$ cat config.mk
export PLATFORM = sky130hd
export DESIGN_NAME = axi4_lite_slv_reg_file_flat
export DESIGN_NICKNAME = d
export VERILOG_FILES = /design/src/rtl/axi4_lite_slv_reg_file_pkg.sv /design/src/rtl/aix4_lite_if.sv /design/src/rtl/axi4_lite_slv_reg_file.sv /design/src/flat_wrapper.sv
export SDC_FILE = /design/constraint.sdc
export NUM_CORES = 1
export LEC_CHECK = 0
export BUFFER_PORTS_ARGS = -buffer_cell sky130_fd_sc_hd__buf_2
export CORE_MARGIN = 8
export CORE_UTILIZATION = 51
export DETAILED_ROUTE_END_ITERATION = 6
export PLACE_DENSITY = 0.91
export SLEW_MARGIN = 20
export SYNTH_ARGS = -nofsm -noshare
export SYNTH_HDL_FRONTEND = slang
export SYNTH_SLANG_ARGS = --single-unit
$ cat constraint.sdc
create_clock -name i_clk -period 6.2 [get_ports i_clk]
set_clock_uncertainty 0.05 [all_clocks]
set_input_delay 0 -clock i_clk [delete_from_list [all_inputs] [get_ports i_clk]]
set_output_delay 0 -clock i_clk [all_outputs]
set_load 0.03 [all_outputs]
$ cat src/rtl/axi4_lite_slv_reg_file_pkg.sv
// Shared types and helpers for the AXI4-Lite slave register file.
package axi4_lite_pkg;

  typedef enum logic [1:0] {
    RESP_OKAY   = 2'b00,
    RESP_EXOKAY = 2'b01,
    RESP_SLVERR = 2'b10,
    RESP_DECERR = 2'b11
  } axi_resp_t;

  typedef enum logic {
    W_COLLECT = 1'b0,
    W_RESP    = 1'b1
  } wr_state_t;

  typedef enum logic {
    R_IDLE = 1'b0,
    R_DATA = 1'b1
  } rd_state_t;

  // Byte-lane merge sized for the widest supported bus (64 bit);
  // narrower callers zero-extend their operands and truncate the result.
  function automatic logic [63:0] strb_merge(input logic [63:0] old_v,
                                             input logic [63:0] new_v,
                                             input logic [7:0]  strb);
    logic [63:0] res;
    for (int b = 0; b < 8; b++) begin
      res[b*8 +: 8] = strb[b] ? new_v[b*8 +: 8] : old_v[b*8 +: 8];
    end
    return res;
  endfunction

endpackage

$ cat src/rtl/aix4_lite_if.sv
// AXI4-Lite bundle shared by the register file and whatever drives it.
interface aix4_lite_if #(
  parameter int ADDR_BIT_WIDTH = 4,
  parameter int DATA_BIT_WIDTH = 32
);
  logic [ADDR_BIT_WIDTH-1:0]   awaddr;
  logic [2:0]                  awprot;
  logic                        awvalid;
  logic                        awready;
  logic [DATA_BIT_WIDTH-1:0]   wdata;
  logic [DATA_BIT_WIDTH/8-1:0] wstrb;
  logic                        wvalid;
  logic                        wready;
  logic [1:0]                  bresp;
  logic                        bvalid;
  logic                        bready;
  logic [ADDR_BIT_WIDTH-1:0]   araddr;
  logic [2:0]                  arprot;
  logic                        arvalid;
  logic                        arready;
  logic [DATA_BIT_WIDTH-1:0]   rdata;
  logic [1:0]                  rresp;
  logic                        rvalid;
  logic                        rready;

  modport slv_port (
    input  awaddr, awprot, awvalid, wdata, wstrb, wvalid, bready,
           araddr, arprot, arvalid, rready,
    output awready, wready, bresp, bvalid, arready, rdata, rresp, rvalid
  );

  modport mst_port (
    output awaddr, awprot, awvalid, wdata, wstrb, wvalid, bready,
           araddr, arprot, arvalid, rready,
    input  awready, wready, bresp, bvalid, arready, rdata, rresp, rvalid
  );
endinterface

$ cat src/rtl/axi4_lite_slv_reg_file.sv
// AXI4-Lite slave CSR block: NUM_RW_REGS software-written control registers
// followed by NUM_RO_REGS hardware status registers. Write and read channels
// run independent two-state FSMs, one transaction outstanding on each.
module axi4_lite_slv_reg_file
  import axi4_lite_pkg::*;
#(
  parameter int ADDR_BIT_WIDTH = 4,
  parameter int DATA_BIT_WIDTH = 32,
  parameter int NUM_RW_REGS    = 2,
  parameter int NUM_RO_REGS    = 2
) (
  input  logic                                  i_clk,
  input  logic                                  i_async_rst_n,
  aix4_lite_if.slv_port                         if_s_axi,
  output logic [NUM_RW_REGS*DATA_BIT_WIDTH-1:0] o_rw_regs,
  output logic [NUM_RW_REGS-1:0]                o_wr_pulse,
  input  logic [NUM_RO_REGS*DATA_BIT_WIDTH-1:0] i_ro_regs
);

  localparam int STRB_W = DATA_BIT_WIDTH / 8;
  localparam int LSB    = $clog2(STRB_W);
  localparam int IDX_W  = ADDR_BIT_WIDTH - LSB;

  // Register map must fit in the decoded word-index space.
  if (NUM_RW_REGS + NUM_RO_REGS > 2**IDX_W) begin : g_bad_map
    $error("axi4_lite_slv_reg_file: register map exceeds address space");
  end
  if (DATA_BIT_WIDTH != 32 && DATA_BIT_WIDTH != 64) begin : g_bad_width
    $error("axi4_lite_slv_reg_file: DATA_BIT_WIDTH must be 32 or 64");
  end

  // Reset synchroniser: assertion is immediate, release aligns to i_clk.
  logic [1:0] rst_sync_q;
  logic       rst_n;
  always_ff @(posedge i_clk or negedge i_async_rst_n) begin
    if (!i_async_rst_n) rst_sync_q <= 2'b00;
    else                rst_sync_q <= {rst_sync_q[0], 1'b1};
  end
  assign rst_n = rst_sync_q[1];

  // ---------------- write path ----------------
  wr_state_t                                   wstate_q, wstate_d;
  logic                                        aw_got_q, aw_got_d, w_got_q, w_got_d;
  logic [IDX_W-1:0]                            aw_idx_q, aw_idx_d;
  logic [DATA_BIT_WIDTH-1:0]                   wdata_q, wdata_d;
  logic [STRB_W-1:0]                           wstrb_q, wstrb_d;
  logic                                        bvalid_q, bvalid_d;
  axi_resp_t                                   bresp_q, bresp_d;
  logic [NUM_RW_REGS-1:0][DATA_BIT_WIDTH-1:0]  rw_regs_q, rw_regs_d;
  logic [NUM_RW_REGS-1:0]                      wr_pulse_q, wr_pulse_d;
  logic                                        awready, wready, aw_hs, w_hs;
  logic [IDX_W-1:0]                            cur_idx;
  logic [DATA_BIT_WIDTH-1:0]                   cur_data;
  logic [STRB_W-1:0]                           cur_strb;

  assign awready = (wstate_q == W_COLLECT) && !aw_got_q;
  assign wready  = (wstate_q == W_COLLECT) && !w_got_q;

  // Collect AW/W in any order, commit once both are held, then hold B until accepted.
  always_comb begin
    wstate_d   = wstate_q;
    aw_got_d   = aw_got_q;
    w_got_d    = w_got_q;
    aw_idx_d   = aw_idx_q;
    wdata_d    = wdata_q;
    wstrb_d    = wstrb_q;
    bvalid_d   = bvalid_q;
    bresp_d    = bresp_q;
    rw_regs_d  = rw_regs_q;
    wr_pulse_d = '0;
    aw_hs      = if_s_axi.awvalid && awready;
    w_hs       = if_s_axi.wvalid && wready;
    cur_idx    = aw_got_q ? aw_idx_q : if_s_axi.awaddr[ADDR_BIT_WIDTH-1:LSB];
    cur_data   = w_got_q ? wdata_q : if_s_axi.wdata;
    cur_strb   = w_got_q ? wstrb_q : if_s_axi.wstrb;
    if (wstate_q == W_COLLECT) begin
      if (aw_hs) begin
        aw_got_d = 1'b1;
        aw_idx_d = if_s_axi.awaddr[ADDR_BIT_WIDTH-1:LSB];
      end
      if (w_hs) begin
        w_got_d = 1'b1;
        wdata_d = if_s_axi.wdata;
        wstrb_d = if_s_axi.wstrb;
      end
      if ((aw_got_q || aw_hs) && (w_got_q || w_hs)) begin
        wstate_d = W_RESP;
        bvalid_d = 1'b1;
        bresp_d  = RESP_SLVERR;
        for (int k = 0; k < NUM_RW_REGS; k++) begin
          if (32'(cur_idx) == 32'(k)) begin
            rw_regs_d[k]  = DATA_BIT_WIDTH'(strb_merge(64'(rw_regs_q[k]), 64'(cur_data),
                                                       8'(cur_strb)));
            wr_pulse_d[k] = |cur_strb;
            bresp_d       = RESP_OKAY;
          end
        end
      end
    end else if (if_s_axi.bready) begin
      wstate_d = W_COLLECT;
      bvalid_d = 1'b0;
      aw_got_d = 1'b0;
      w_got_d  = 1'b0;
    end
  end

  // Write-path state register.
  always_ff @(posedge i_clk or negedge rst_n) begin
    if (!rst_n) begin
      wstate_q   <= W_COLLECT;
      aw_got_q   <= 1'b0;
      w_got_q    <= 1'b0;
      aw_idx_q   <= '0;
      wdata_q    <= '0;
      wstrb_q    <= '0;
      bvalid_q   <= 1'b0;
      bresp_q    <= RESP_OKAY;
      rw_regs_q  <= '0;
      wr_pulse_q <= '0;
    end else begin
      wstate_q   <= wstate_d;
      aw_got_q   <= aw_got_d;
      w_got_q    <= w_got_d;
      aw_idx_q   <= aw_idx_d;
      wdata_q    <= wdata_d;
      wstrb_q    <= wstrb_d;
      bvalid_q   <= bvalid_d;
      bresp_q    <= bresp_d;
      rw_regs_q  <= rw_regs_d;
      wr_pulse_q <= wr_pulse_d;
    end
  end

  // ---------------- read path ----------------
  rd_state_t                 rstate_q, rstate_d;
  logic                      rvalid_q, rvalid_d;
  logic [DATA_BIT_WIDTH-1:0] rdata_q, rdata_d;
  axi_resp_t                 rresp_q, rresp_d;
  logic [IDX_W-1:0]          ar_idx;

  // Capture data at the AR handshake (pre-write register values), hold until R is accepted.
  always_comb begin
    rstate_d = rstate_q;
    rvalid_d = rvalid_q;
    rdata_d  = rdata_q;
    rresp_d  = rresp_q;
    ar_idx   = if_s_axi.araddr[ADDR_BIT_WIDTH-1:LSB];
    if (rstate_q == R_IDLE) begin
      if (if_s_axi.arvalid) begin
        rstate_d = R_DATA;
        rvalid_d = 1'b1;
        rdata_d  = '0;
        rresp_d  = RESP_SLVERR;
        for (int k = 0; k < NUM_RW_REGS; k++) begin
          if (32'(ar_idx) == 32'(k)) begin
            rdata_d = rw_regs_q[k];
            rresp_d = RESP_OKAY;
          end
        end
        for (int k = 0; k < NUM_RO_REGS; k++) begin
          if (32'(ar_idx) == 32'(NUM_RW_REGS + k)) begin
            rdata_d = i_ro_regs[k*DATA_BIT_WIDTH +: DATA_BIT_WIDTH];
            rresp_d = RESP_OKAY;
          end
        end
      end
    end else if (if_s_axi.rready) begin
      rstate_d = R_IDLE;
      rvalid_d = 1'b0;
    end
  end

  // Read-path state register.
  always_ff @(posedge i_clk or negedge rst_n) begin
    if (!rst_n) begin
      rstate_q <= R_IDLE;
      rvalid_q <= 1'b0;
      rdata_q  <= '0;
      rresp_q  <= RESP_OKAY;
    end else begin
      rstate_q <= rstate_d;
      rvalid_q <= rvalid_d;
      rdata_q  <= rdata_d;
      rresp_q  <= rresp_d;
    end
  end

  assign if_s_axi.awready = awready;
  assign if_s_axi.wready  = wready;
  assign if_s_axi.bvalid  = bvalid_q;
  assign if_s_axi.bresp   = bresp_q;
  assign if_s_axi.arready = (rstate_q == R_IDLE);
  assign if_s_axi.rvalid  = rvalid_q;
  assign if_s_axi.rdata   = rdata_q;
  assign if_s_axi.rresp   = rresp_q;
  assign o_rw_regs        = rw_regs_q;
  assign o_wr_pulse       = wr_pulse_q;

  // Byte-offset address bits and protection attributes carry no meaning here.
  logic unused_ok;
  assign unused_ok = ^{if_s_axi.awaddr[LSB-1:0], if_s_axi.araddr[LSB-1:0],
                       if_s_axi.awprot, if_s_axi.arprot};

endmodule
$ cat src/flat_wrapper.sv
// flat-port wrapper written by rule: the top's interface ports become plain ports
module axi4_lite_slv_reg_file_flat import axi4_lite_pkg::*;
#(
  parameter int ADDR_BIT_WIDTH = 4,
  parameter int DATA_BIT_WIDTH = 32,
  parameter int NUM_RW_REGS    = 2,
  parameter int NUM_RO_REGS    = 2
)
  (i_clk, i_async_rst_n, o_rw_regs, o_wr_pulse, i_ro_regs, if_s_axi_awaddr, if_s_axi_awprot, if_s_axi_awvalid, if_s_axi_wdata, if_s_axi_wstrb, if_s_axi_wvalid, if_s_axi_bready, if_s_axi_araddr, if_s_axi_arprot, if_s_axi_arvalid, if_s_axi_rready, if_s_axi_awready, if_s_axi_wready, if_s_axi_bresp, if_s_axi_bvalid, if_s_axi_arready, if_s_axi_rdata, if_s_axi_rresp, if_s_axi_rvalid);
  aix4_lite_if #(.ADDR_BIT_WIDTH(ADDR_BIT_WIDTH), .DATA_BIT_WIDTH(DATA_BIT_WIDTH)) if_s_axi_i ();
  input  logic i_clk;
  input  logic i_async_rst_n;
  output logic [NUM_RW_REGS*DATA_BIT_WIDTH-1:0] o_rw_regs;
  output logic [NUM_RW_REGS-1:0] o_wr_pulse;
  input  logic [NUM_RO_REGS*DATA_BIT_WIDTH-1:0] i_ro_regs;
  input wire logic [$bits(if_s_axi_i.awaddr)-1:0] if_s_axi_awaddr;
  input wire logic [$bits(if_s_axi_i.awprot)-1:0] if_s_axi_awprot;
  input wire logic [$bits(if_s_axi_i.awvalid)-1:0] if_s_axi_awvalid;
  input wire logic [$bits(if_s_axi_i.wdata)-1:0] if_s_axi_wdata;
  input wire logic [$bits(if_s_axi_i.wstrb)-1:0] if_s_axi_wstrb;
  input wire logic [$bits(if_s_axi_i.wvalid)-1:0] if_s_axi_wvalid;
  input wire logic [$bits(if_s_axi_i.bready)-1:0] if_s_axi_bready;
  input wire logic [$bits(if_s_axi_i.araddr)-1:0] if_s_axi_araddr;
  input wire logic [$bits(if_s_axi_i.arprot)-1:0] if_s_axi_arprot;
  input wire logic [$bits(if_s_axi_i.arvalid)-1:0] if_s_axi_arvalid;
  input wire logic [$bits(if_s_axi_i.rready)-1:0] if_s_axi_rready;
  output wire logic [$bits(if_s_axi_i.awready)-1:0] if_s_axi_awready;
  output wire logic [$bits(if_s_axi_i.wready)-1:0] if_s_axi_wready;
  output wire logic [$bits(if_s_axi_i.bresp)-1:0] if_s_axi_bresp;
  output wire logic [$bits(if_s_axi_i.bvalid)-1:0] if_s_axi_bvalid;
  output wire logic [$bits(if_s_axi_i.arready)-1:0] if_s_axi_arready;
  output wire logic [$bits(if_s_axi_i.rdata)-1:0] if_s_axi_rdata;
  output wire logic [$bits(if_s_axi_i.rresp)-1:0] if_s_axi_rresp;
  output wire logic [$bits(if_s_axi_i.rvalid)-1:0] if_s_axi_rvalid;
  assign if_s_axi_i.awaddr = if_s_axi_awaddr;
  assign if_s_axi_i.awprot = if_s_axi_awprot;
  assign if_s_axi_i.awvalid = if_s_axi_awvalid;
  assign if_s_axi_i.wdata = if_s_axi_wdata;
  assign if_s_axi_i.wstrb = if_s_axi_wstrb;
  assign if_s_axi_i.wvalid = if_s_axi_wvalid;
  assign if_s_axi_i.bready = if_s_axi_bready;
  assign if_s_axi_i.araddr = if_s_axi_araddr;
  assign if_s_axi_i.arprot = if_s_axi_arprot;
  assign if_s_axi_i.arvalid = if_s_axi_arvalid;
  assign if_s_axi_i.rready = if_s_axi_rready;
  assign if_s_axi_awready = if_s_axi_i.awready;
  assign if_s_axi_wready = if_s_axi_i.wready;
  assign if_s_axi_bresp = if_s_axi_i.bresp;
  assign if_s_axi_bvalid = if_s_axi_i.bvalid;
  assign if_s_axi_arready = if_s_axi_i.arready;
  assign if_s_axi_rdata = if_s_axi_i.rdata;
  assign if_s_axi_rresp = if_s_axi_i.rresp;
  assign if_s_axi_rvalid = if_s_axi_i.rvalid;
  axi4_lite_slv_reg_file #(.ADDR_BIT_WIDTH(ADDR_BIT_WIDTH), .DATA_BIT_WIDTH(DATA_BIT_WIDTH), .NUM_RW_REGS(NUM_RW_REGS), .NUM_RO_REGS(NUM_RO_REGS)) u_core (.i_clk(i_clk), .i_async_rst_n(i_async_rst_n), .if_s_axi(if_s_axi_i), .o_rw_regs(o_rw_regs), .o_wr_pulse(o_wr_pulse), .i_ro_regs(i_ro_regs));
endmodule
==> results of run 1 <==
## sequential cells by signal, indices dropped and copies added, names as in the netlist
register and flops:
u_core.rst_sync_q 2, u_core.if_s_axi.rdata 32, u_core.rstate_q 1, u_core.wdata_q 32
u_core.aw_idx_q 2, u_core.wstrb_q 4, u_core.if_s_axi.bvalid 1, u_core.o_rw_regs 64
u_core.o_wr_pulse 2, u_core.w_got_q 1, u_core.if_s_axi.bresp 1, u_core.if_s_axi.rvalid 1
u_core.aw_got_q 1, u_core.if_s_axi.rresp 1, u_core.wstate_q 1
## worst paths after layout
kind	startpoint	endpoint	slack, ps	cells after the start
hold reg to reg	u_core.rst_sync_q[0]$_DFF_PN0_	u_core.rst_sync_q[1]$_DFF_PN0_	330	0
max in group asynchronous	u_core.rst_sync_q[1]$_DFF_PN0_	u_core.w_got_q$_DFFE_PN0P_	4480	1
hold / removal	i_ro_regs[21]	u_core.if_s_axi.rdata[21]$_DFFE_PN0P_	20	3
setup / recovery	u_core.w_got_q$_DFFE_PN0P_	u_core.o_rw_regs[42]$_DFFE_PN0P_	3400	4
min in group asynchronous	u_core.rst_sync_q[1]$_DFF_PN0_	u_core.o_rw_regs[44]$_DFFE_PN0P_	340	0
setup reg to reg	u_core.w_got_q$_DFFE_PN0P_	u_core.o_rw_regs[42]$_DFFE_PN0P_	3400	4
## timing repair
action                                 CTS  global route
gates resized for setup                  0             0
hold buffers                           103             0
endpoints found under the hold margin  141             0
setup buffers                            0             0
## Yosys cell counts, drive strengths merged
library cell,number
and2,1
a21oi,3
a21boi,1
o21ai,1
nor2,12
buf,19
mux2i,5
nand3,1
conb,2
dfrtp,146
nand2,9
nor3b,1
clkbuf,5
mux4,32
nor2b,2
nor3,3
inv,5
o22ai,3
mux2,169
o21bai,2
nor4,1
## kinds of logic (layout without fill, tap and decap cells)
group / count (synthesis) / count (layout) / share of synthesized area [%]
compound gates: 10 / 10 / 0.913
other cells: 2 / 5 / 0.112
simple gates: 30 / 30 / 2.50
buf+inv: 29 / 358 / 2.18
flops: 146 / 146 / 54.4
mux: 206 / 206 / 39.9
## tightest hold or removal path: stages
cell and delay (ps):
buf_2 90, mux4_2 230, mux2_2 140
## placed cells by master (no fill, tap or decap), drive strengths merged, types with 5 or more instances in the layout
cell type    netlist  routed
nor2              12      12
mux2i              5       5
inv                5       5
clkbuf             5      26
mux2             169     169
buf               19     219
mux4              32      32
dlygate4sd3        0     103
nand2              9       9
dfrtp            146     146
## power groups by stage
stage               Combinational [mW]  Clock [mW]  Sequential [mW]
floorplan                        0.980           0             2.30
global placement                  2.06           0             1.75
detailed placement                2.14           0             1.80
CTS                               2.26       0.983             1.79
global route                      2.40        1.03             1.86
finish                            2.26       0.970             1.80
## final cells by class
type	count	area [um^2]	area share [%]
flip-flops and latches	146	3660	38.3
multi-input cells	249	2930	30.7
repair buffers	322	2160	22.6
clock buffers	26	509	5.33
well taps	176	220	2.31
clock inverters	5	50.0	0.524
inverters	5	18.8	0.196
diodes	2	5.00	0.0524
## routing by layer
layer,vias up,GRT usage [%]
li1,2200,-
met1,2540,25.9
met2,166,42.2
met3,45,6.13
met4,2,11.1
met5,-,0
==> impl_metrics.py, run 1 <==
metrics = {
    "logic_synthesis": {
        "synth_cell_type_count": 29,
        "netlist_top_cells_area": "dfrtp_1 54%, mux2_2 28%, mux4_2 11%, buf_2 0.89%, mux2i_1 0.75%",
        "post-synth-top-area-fraction_pct": 54.4,
        "synth_top_area_cell": "dfrtp_1",
        "syn_area_um2": 6710,
        "ys.warnings.count": 0,
        "syn_avg_cell_area_um2": 15.9,
        "synth-seq-cells": 146,
        "synth_seq_area_share_pct": 54.4,
        "syn_inst": 423,
    },
    "placed_design": {
        "pre_cts_ws_ps": 3440,
        "hpwl_um": 12300,
        "placed_cell_area_um2": 7930,
        "placedCellCount": 794,
        "io_buffers": 215,
        "gp_congestion": 0.766,
    },
    "power_and_ir_drop": {
        "p_comb_share_pct": 44.9,
        "p_seq_share_pct": 35.8,
        "power_density_nw_per_um2": 527,
        "power.internal_mw": 3.03,
        "switching_share_pct": 39.8,
        "power_mw": 5.04,
        "clock_power_share_pct": 19.3,
        "ir_drop_v": 0.000373,
        "p_sw_mw": 2.00,
        "p_leak_nw": 4.47,
    },
    "floorplan": {
        "dieArea_um2": 17100,
        "fp-row-count": 42,
        "die_y_um": 131,
        "start_util_pct": 51.5,
        "core_um2": 13000,
        "io_pins": 228,
        "die_w_um": 131,
    },
    "clock_tree": {
        "clk-insertion-delay-late_ps": 420,
        "clkSinkCount": 146,
        "cts_tree": "yes",
        "htreeDepth": 4,
        "numCtsBuffers": 17,
        "path_clk_slew_ps": 50,
        "root_buffer": "clkbuf_16",
        "ctsLongestPathBuffers": 2,
    },
    "worst_setup_path": {
        "worstPathArrival_ps": 3040,
        "crit_path_end_kind": "register",
        "cp_max_fo": 42,
        "critical_path_required_ps": 6440,
        "critPathKind": "register to register",
        "critPathSlowestCell": "dfrtp_2",
        "critical_path.max_stage_delay_ps": 1070,
        "start_kind": "register",
        "critPathTopFamily": "flip-flops",
        "cp_cell_sequence": "o22ai_1 > nor3_2 > nand2_2 > mux2_1",
        "crit_buf_inv": 0,
    },
    "sta": {
        "period_share_pct": 45.2,
        "finalHoldViolCount": 0,
        "fin_ws_ps": 3400,
        "worst_pin_slew_ps": 1080,
        "tns_ps": 0,
        "whs_ps": 24.8,
        "slew_viol_final": 0,
        "layout_min_cycle_time_ps": 2800,
        "rsz0062_at_grt": "no",
        "setup_violations": 0,
        "max_freq_mhz": 357,
        "slew_headroom_pct": 28.1,
    },
    "job": {
        "cap_viol_max_count": 0,
    },
    "drt": {
        "wl_met2_um": 10400,
        "viasPerCell": 5.32,
        "drt_iter0_markers": 292,
        "drt_pass1_iterations": 4,
        "drc": 0,
        "wl_met3_um": 1070,
        "wl_met1_um": 7380,
        "drt-wirelength-per-cell_um": 20.8,
        "vias": 4953,
        "ant_nets": 0,
        "top_layer": "met5",
        "wirelength_um": 19400,
    },
    "cells_and_area": {
        "finish.instance_area_um2": 9550,
        "fillers": 799,
        "final_net_count": 862,
        "layout-drive-gt1-share_pct": 60.8,
        "area_growth_pct": 42.3,
        "post-route-util_pct": 73.3,
        "final_cells": 931,
    },
    "global_route": {
        "antenna_found_initial": 3,
        "track_usage_pct": 23.7,
        "grt_max_degree": 89,
        "grt_pass1_wl_um": 30400,
        "grt-ovfl-total": 0,
        "grt_pass1_vias": 5814,
    },
    "status": {
        "status": "finished clean",
    },
    "hold_path": {
        "hp-class": "primary input to register",
    },
}
(Power assumes the default switching activity.)
==> run 2, diff against run 1 <==
- CORE_UTILIZATION: 51 -> 46
- PLACE_DENSITY: 0.91 -> 0.87
- clock period: 6.2 -> 2.55 ns (I/O delays scaled with it)
==> run 2 against run 1 <==
Compared with the run above: combinational power grew to 2.5 times the previous value; sequential share of layout area is 0.37 points lower; total power is 140% higher; final area is 0.98% higher; clock power is 140% higher.
==> impl_metrics.py, run 2 (synthesis results as in run 1) <==
metrics = {
    "clock_tree": {
        "htreeDepth": 4,
        "cts_setup_buffers": 0,
        "clk-insertion-delay-late_ps": 420,
        "clkSinkCount": 146,
        "ctsLongestPathBuffers": 2,
        "path_clk_slew_ps": 60,
        "root_buffer": "clkbuf_16",
        "numCtsBuffers": 17,
        "cts_tree": "yes",
    },
    "global_route": {
        "grt-ovfl-total": 0,
        "grt_pass1_wl_um": 30900,
        "grt_pass1_vias": 5954,
        "grt_max_degree": 79,
        "antenna_found_initial": 1,
        "track_usage_pct": 21.5,
    },
    "sta": {
        "finalHoldViolCount": 0,
        "worst_pin_slew_ps": 630,
        "rsz0062_at_grt": "no",
        "max_freq_mhz": 505,
        "period_share_pct": 77.7,
        "whs_ps": 38.2,
        "slew_viol_final": 0,
        "fin_ws_ps": 568,
        "layout_min_cycle_time_ps": 1980,
        "tns_ps": 0,
        "slew_headroom_pct": 57.9,
        "setup_violations": 0,
    },
    "drt": {
        "drt_iter0_markers": 239,
        "drt_pass1_iterations": 4,
        "viasPerCell": 5.40,
        "drc": 0,
        "vias": 5104,
        "wirelength_um": 19700,
        "drt-wirelength-per-cell_um": 20.9,
        "ant_nets": 0,
    },
    "hold_path": {
        "hp-class": "primary input to register",
        "min_path_cells": 3,
        "hold_path_startpoint": "i_ro_regs[0]",
        "min_to": "u_core.if_s_axi.rdata[0]$_DFFE_PN0P_",
    },
    "worst_setup_path": {
        "critPathSlowestCell": "dfrtp_1",
        "crit_path_end_kind": "register",
        "critPathTopFamily": "simple AND/OR/NAND/NOR gates",
        "worstPathArrival_ps": 2230,
        "crit_buf_inv": 0,
        "cp_cell_sequence": "o22ai_1 > nor3_2 > nand2_2 > mux2_1",
        "startpoint": "u_core.aw_got_q$_DFFE_PN0P_",
        "critical_path_required_ps": 2790,
        "critical_path.max_stage_delay_ps": 480,
        "r2r.worst_path.cells": 4,
        "start_kind": "register",
        "r2r-start": "u_core.aw_got_q$_DFFE_PN0P_",
        "critPathKind": "register to register",
        "cp_max_fo": 8,
        "r2r_slack_ps": 570,
        "worstReg2RegEnd": "u_core.o_rw_regs[44]$_DFFE_PN0P_",
    },
    "cells_and_area": {
        "mostFrequentLayoutCell": "buf_2",
        "largest_reg_flops": 64,
        "layout-drive-gt1-share_pct": 60.9,
        "multi_input_area_um2": 2930,
        "area_growth_pct": 43.7,
        "seq_area_um2": 3660,
        "final_net_count": 870,
        "final_cell_mix": "215 x buf_2, 165 x mux2_2, 144 x dfrtp_1, 107 x dlygate4sd3_1, 32 x mux4_2",
        "fillers": 967,
    },
    "floorplan": {
        "die_w_um": 137,
        "start_util_pct": 46.5,
        "core_um2": 14400,
        "die_y_um": 137,
        "dieArea_um2": 18700,
        "fp-row-count": 44,
        "io_pins": 228,
    },
    "power_and_ir_drop": {
        "p_sw_mw": 4.93,
        "clock_power_share_pct": 18.7,
        "p_leak_nw": 4.49,
        "power_density_nw_per_um2": 1270,
        "switching_share_pct": 40.3,
        "p_seq_share_pct": 34.7,
        "power.internal_mw": 7.32,
        "p_comb_share_pct": 46.6,
        "ir_drop_v": 0.000690,
    },
    "placed_design": {
        "io_buffers": 215,
        "hpwl_um": 12800,
        "pre_cts_ws_ps": 581,
        "gp_congestion": 0.772,
    },
    "status": {
        "status": "finished clean",
    },
    "job": {
        "cap_viol_max_count": 0,
    },
}
[run 2: area by class of cell]
class                      count  share of cell area (%)
clock buffer                  20                    4.63
multi-input combinational    249                    30.4
sequential                   146                    37.9
clock inverter                10                   0.934
timing repair buffer         330                    23.5
tap                          184                    2.39
inverter                       5                   0.195
antenna                        1                  0.0259
[run 2: power groups by stage]
stage	Sequential, mW	Clock, mW	Combinational, mW
floorplan	5.59	0	2.38
global route	4.39	2.44	6.02
CTS	4.21	2.33	5.69
detailed placement	4.24	0	5.35
global placement	4.13	0	5.20
finish	4.25	2.29	5.71
[run 2: metal layers]
metal	up-vias	GRT usage, %	share of wire [%]	wire length (um)
met2	212	38.2	53	10600
met4	0	8.69	2.5	487
met1	2627	23.3	37	7360
met3	45	7.09	6.8	1350
met5	-	0	0	0
li1	2220	-	-	-
[run 2: worst reg2reg max path, stage by stage, from the launching register on]
cell,delay (ps)
dfrtp_1,480
o22ai_1,240
nor3_2,410
nand2_2,290
mux2_1,390
[run 2: repair_timing]
action	in CTS	in global routing
resized for setup	0	0
hold buffers	107	0
endpoints found under the hold margin	143	0
[run 2: worst max-delay path by stage]
stage,end,slack [ps],depth (start not counted)
floorplan,u_core.aw_got_q$_DFFE_PN0P_,80,0
global placement,u_core.o_rw_regs[17]$_DFFE_PN0P_,640,4
detailed placement,u_core.o_rw_regs[44]$_DFFE_PN0P_,580,4
CTS,u_core.o_rw_regs[44]$_DFFE_PN0P_,560,4
global route,u_core.o_rw_regs[44]$_DFFE_PN0P_,470,4
finish,u_core.o_rw_regs[44]$_DFFE_PN0P_,570,4
[run 2: through the flow]
| step | instance area [um^2] | total power [mW] | instances | utilization, % |
|---|---|---|---|---|
| after floorplan | 6720 | 7.97 | 424 | - |
| after global placement | 8040 | 9.33 | 807 | 55.7 |
| after detailed placement | 8040 | 9.59 | 807 | 55.7 |
| after CTS | 9640 | 12.2 | 944 | 66.9 |
| after global routing | 9650 | 12.9 | 945 | 66.9 |
| final | 9650 | 12.2 | 945 | 66.9 |
==> run 3, diff against run 2 <==
- clock period: 2.55 -> 1.6 ns (I/O delays scaled with it)
==> run 3 against run 2 <==
Compared with the run above: the run now ends with setup timing left; total power rose by 67%; hold slack got worse by 30 ps; register-to-register slack worse by 680 ps; wire length increased by 3.9%; setup slack worse by 680 ps; first-iteration DRC count is 22% lower; global-route usage up 0.87 points; critical endpoint is now u_core.o_rw_regs[26]$_DFFE_PN0P_; highest routed layer unchanged.
==> impl_metrics.py, run 3 (synthesis results as in run 1) <==
metrics = {
    "power_and_ir_drop": {
        "power_density_nw_per_um2": 2050,
        "p_seq_share_pct": 33.4,
        "p_comb_share_pct": 46.5,
        "p_leak_nw": 4.62,
        "switching_share_pct": 40.6,
        "p_sw_mw": 8.32,
        "clock_power_share_pct": 20.1,
        "ir_drop_v": 0.00121,
        "power.internal_mw": 12.2,
    },
    "clock_tree": {
        "clkSinkCount": 146,
        "numCtsBuffers": 17,
        "ctsLongestPathBuffers": 2,
        "htreeDepth": 4,
        "root_buffer": "clkbuf_16",
        "clk-insertion-delay-late_ps": 420,
        "cts_tree": "yes",
        "path_clk_slew_ps": 60,
    },
    "drt": {
        "vias": 5071,
        "drt_iter0_markers": 187,
        "drt_pass1_iterations": 4,
        "drt-wirelength-per-cell_um": 21.5,
        "wirelength_um": 20500,
        "viasPerCell": 5.32,
        "ant_nets": 0,
        "drc": 0,
    },
    "placed_design": {
        "gp_congestion": 0.760,
        "pre_cts_ws_ps": -388,
        "io_buffers": 215,
        "placedCellCount": 816,
        "hpwl_um": 13200,
    },
    "worst_setup_path": {
        "worstPathArrival_ps": 1960,
        "cp_max_fo": 8,
        "critPathKind": "register to register",
        "worstReg2RegEnd": "u_core.o_rw_regs[26]$_DFFE_PN0P_",
        "r2r-start": "u_core.aw_got_q$_DFFE_PN0P_",
        "critical_path_required_ps": 1850,
        "r2r.worst_path.cells": 5,
        "r2r_slack_ps": -110,
        "crit_path_end_kind": "register",
        "start_kind": "register",
    },
    "sta": {
        "max_freq_mhz": 585,
        "finalHoldViolCount": 0,
        "setup_violations": 64,
        "period_share_pct": 107,
        "layout_min_cycle_time_ps": 1710,
        "slew_viol_final": 0,
        "fin_ws_ps": -110,
        "rsz0062_at_grt": "yes",
    },
    "global_route": {
        "grt_pass1_wl_um": 32100,
        "track_usage_pct": 22.4,
        "grt_pass1_vias": 5998,
        "grt-ovfl-total": 0,
        "antenna_found_initial": 1,
        "grt_max_degree": 60,
    },
    "job": {
        "cap_viol_max_count": 0,
    },
    "hold_path": {
        "hp-class": "primary input to register",
        "hold_path_startpoint": "i_ro_regs[31]",
        "min_path_cells": 3,
        "min_to": "u_core.if_s_axi.rdata[31]$_DFFE_PN0P_",
    },
    "cells_and_area": {
        "area_growth_pct": 48.7,
        "largest_reg_flops": 64,
        "mostFrequentLayoutCell": "buf_2",
        "layout-drive-gt1-share_pct": 64.1,
        "final_cell_mix": "215 x buf_2, 163 x mux2_2, 142 x dfrtp_1, 101 x dlygate4sd3_1, 32 x mux4_2",
        "final_cells": 953,
        "final_net_count": 876,
        "post-route-util_pct": 69.2,
    },
    "floorplan": {
        "core_um2": 14400,
        "fp-row-count": 44,
        "dieArea_um2": 18700,
        "die_y_um": 137,
        "io_pins": 228,
        "die_w_um": 137,
        "start_util_pct": 46.5,
    },
    "status": {
        "violations": "setup timing",
        "status": "finished, violations left",
    },
}
[run 3: cell types whose count changed in the layout (fill, tap and decap cells not counted), moves of 4 or more]
cell,before,now
mux2i_1,5,1
nor2_1,12,8
buf_4,3,9
mux2i_2,0,4
buf_12,5,9
nand2_8,0,5
nor2_4,0,4
mux2_4,1,6
nand2_2,8,0
dlygate4sd3_1,107,101
[run 3: layer usage]
| layer | wire (um) | up-vias | global-route usage (%) |
|---|---|---|---|
| li1 | - | 2234 | - |
| met1 | 7520 | 2607 | 24.6 |
| met2 | 11100 | 192 | 40.0 |
| met3 | 1500 | 38 | 6.64 |
| met4 | 399 | 0 | 8.51 |
| met5 | 0 | - | 0 |
[run 3: cell type report]
class | count | area (um^2)
diodes | 1 | 2.50
well taps | 184 | 230
repair buffers | 336 | 2360
clock buffers | 20 | 457
flip-flops and latches | 146 | 3660
inverters | 5 | 18.8
clock inverters | 12 | 156
fillers | 931 | 4440
multi-input cells | 249 | 3100
[run 3: per-stage QoR]
step	TNS [ps]	hold slack [ps]	cell area (um^2)	power, mW
after floorplan	-3760	-346	6730	12.7
after global placement	-14930	-264	8130	15.0
after detailed placement	-18610	-262	8130	15.5
after CTS	-4840	1.76	9950	20.3
after global routing	-7870	1.93	9980	21.4
final	-5490	8.14	9980	20.5
[run 3: what timing repair did]
item,4_1_cts,5_1_grt
endpoints found under the setup margin,79,100
hold buffers,101,0
resized for setup,30,7
hold endpoints to repair,141,0
pin swaps,4,1
setup buffers,3,0
cloned,0,0
[run 3: how the worst max path moves through the flow]
stage	slack [ps]	end	cells after the start	start
finish	-110	u_core.o_rw_regs[26]$_DFFE_PN0P_	5	u_core.aw_got_q$_DFFE_PN0P_
detailed placement	-390	u_core.o_rw_regs[44]$_DFFE_PN0P_	5	u_core.aw_got_q$_DFFE_PN0P_
global route	-140	u_core.o_rw_regs[55]$_DFFE_PN0P_	5	u_core.w_got_q$_DFFE_PN0P_
floorplan	-90	u_core.o_rw_regs[26]$_DFFE_PN0P_	5	u_core.aw_got_q$_DFFE_PN0P_
global placement	-300	u_core.o_rw_regs[42]$_DFFE_PN0P_	5	u_core.aw_got_q$_DFFE_PN0P_
CTS	-100	u_core.o_rw_regs[50]$_DFFE_PN0P_	6	u_core.aw_got_q$_DFFE_PN0P_
[run 3: power groups by stage]
stage	Combinational, mW	Clock [mW]	Sequential (mW)
after floorplan	3.83	0	8.91
after global placement	8.43	0	6.60
after detailed placement	8.70	0	6.76
after CTS	9.42	4.18	6.75
after global routing	10.1	4.35	7.04
final	9.53	4.11	6.85
[run 3: worst max-delay path, cell delays in order (launching register included)]
cell and delay (ps):
dfrtp_2 460, mux2_4 350, nor3_4 160, buf_12 180
nand2_8 90, mux2_4 310
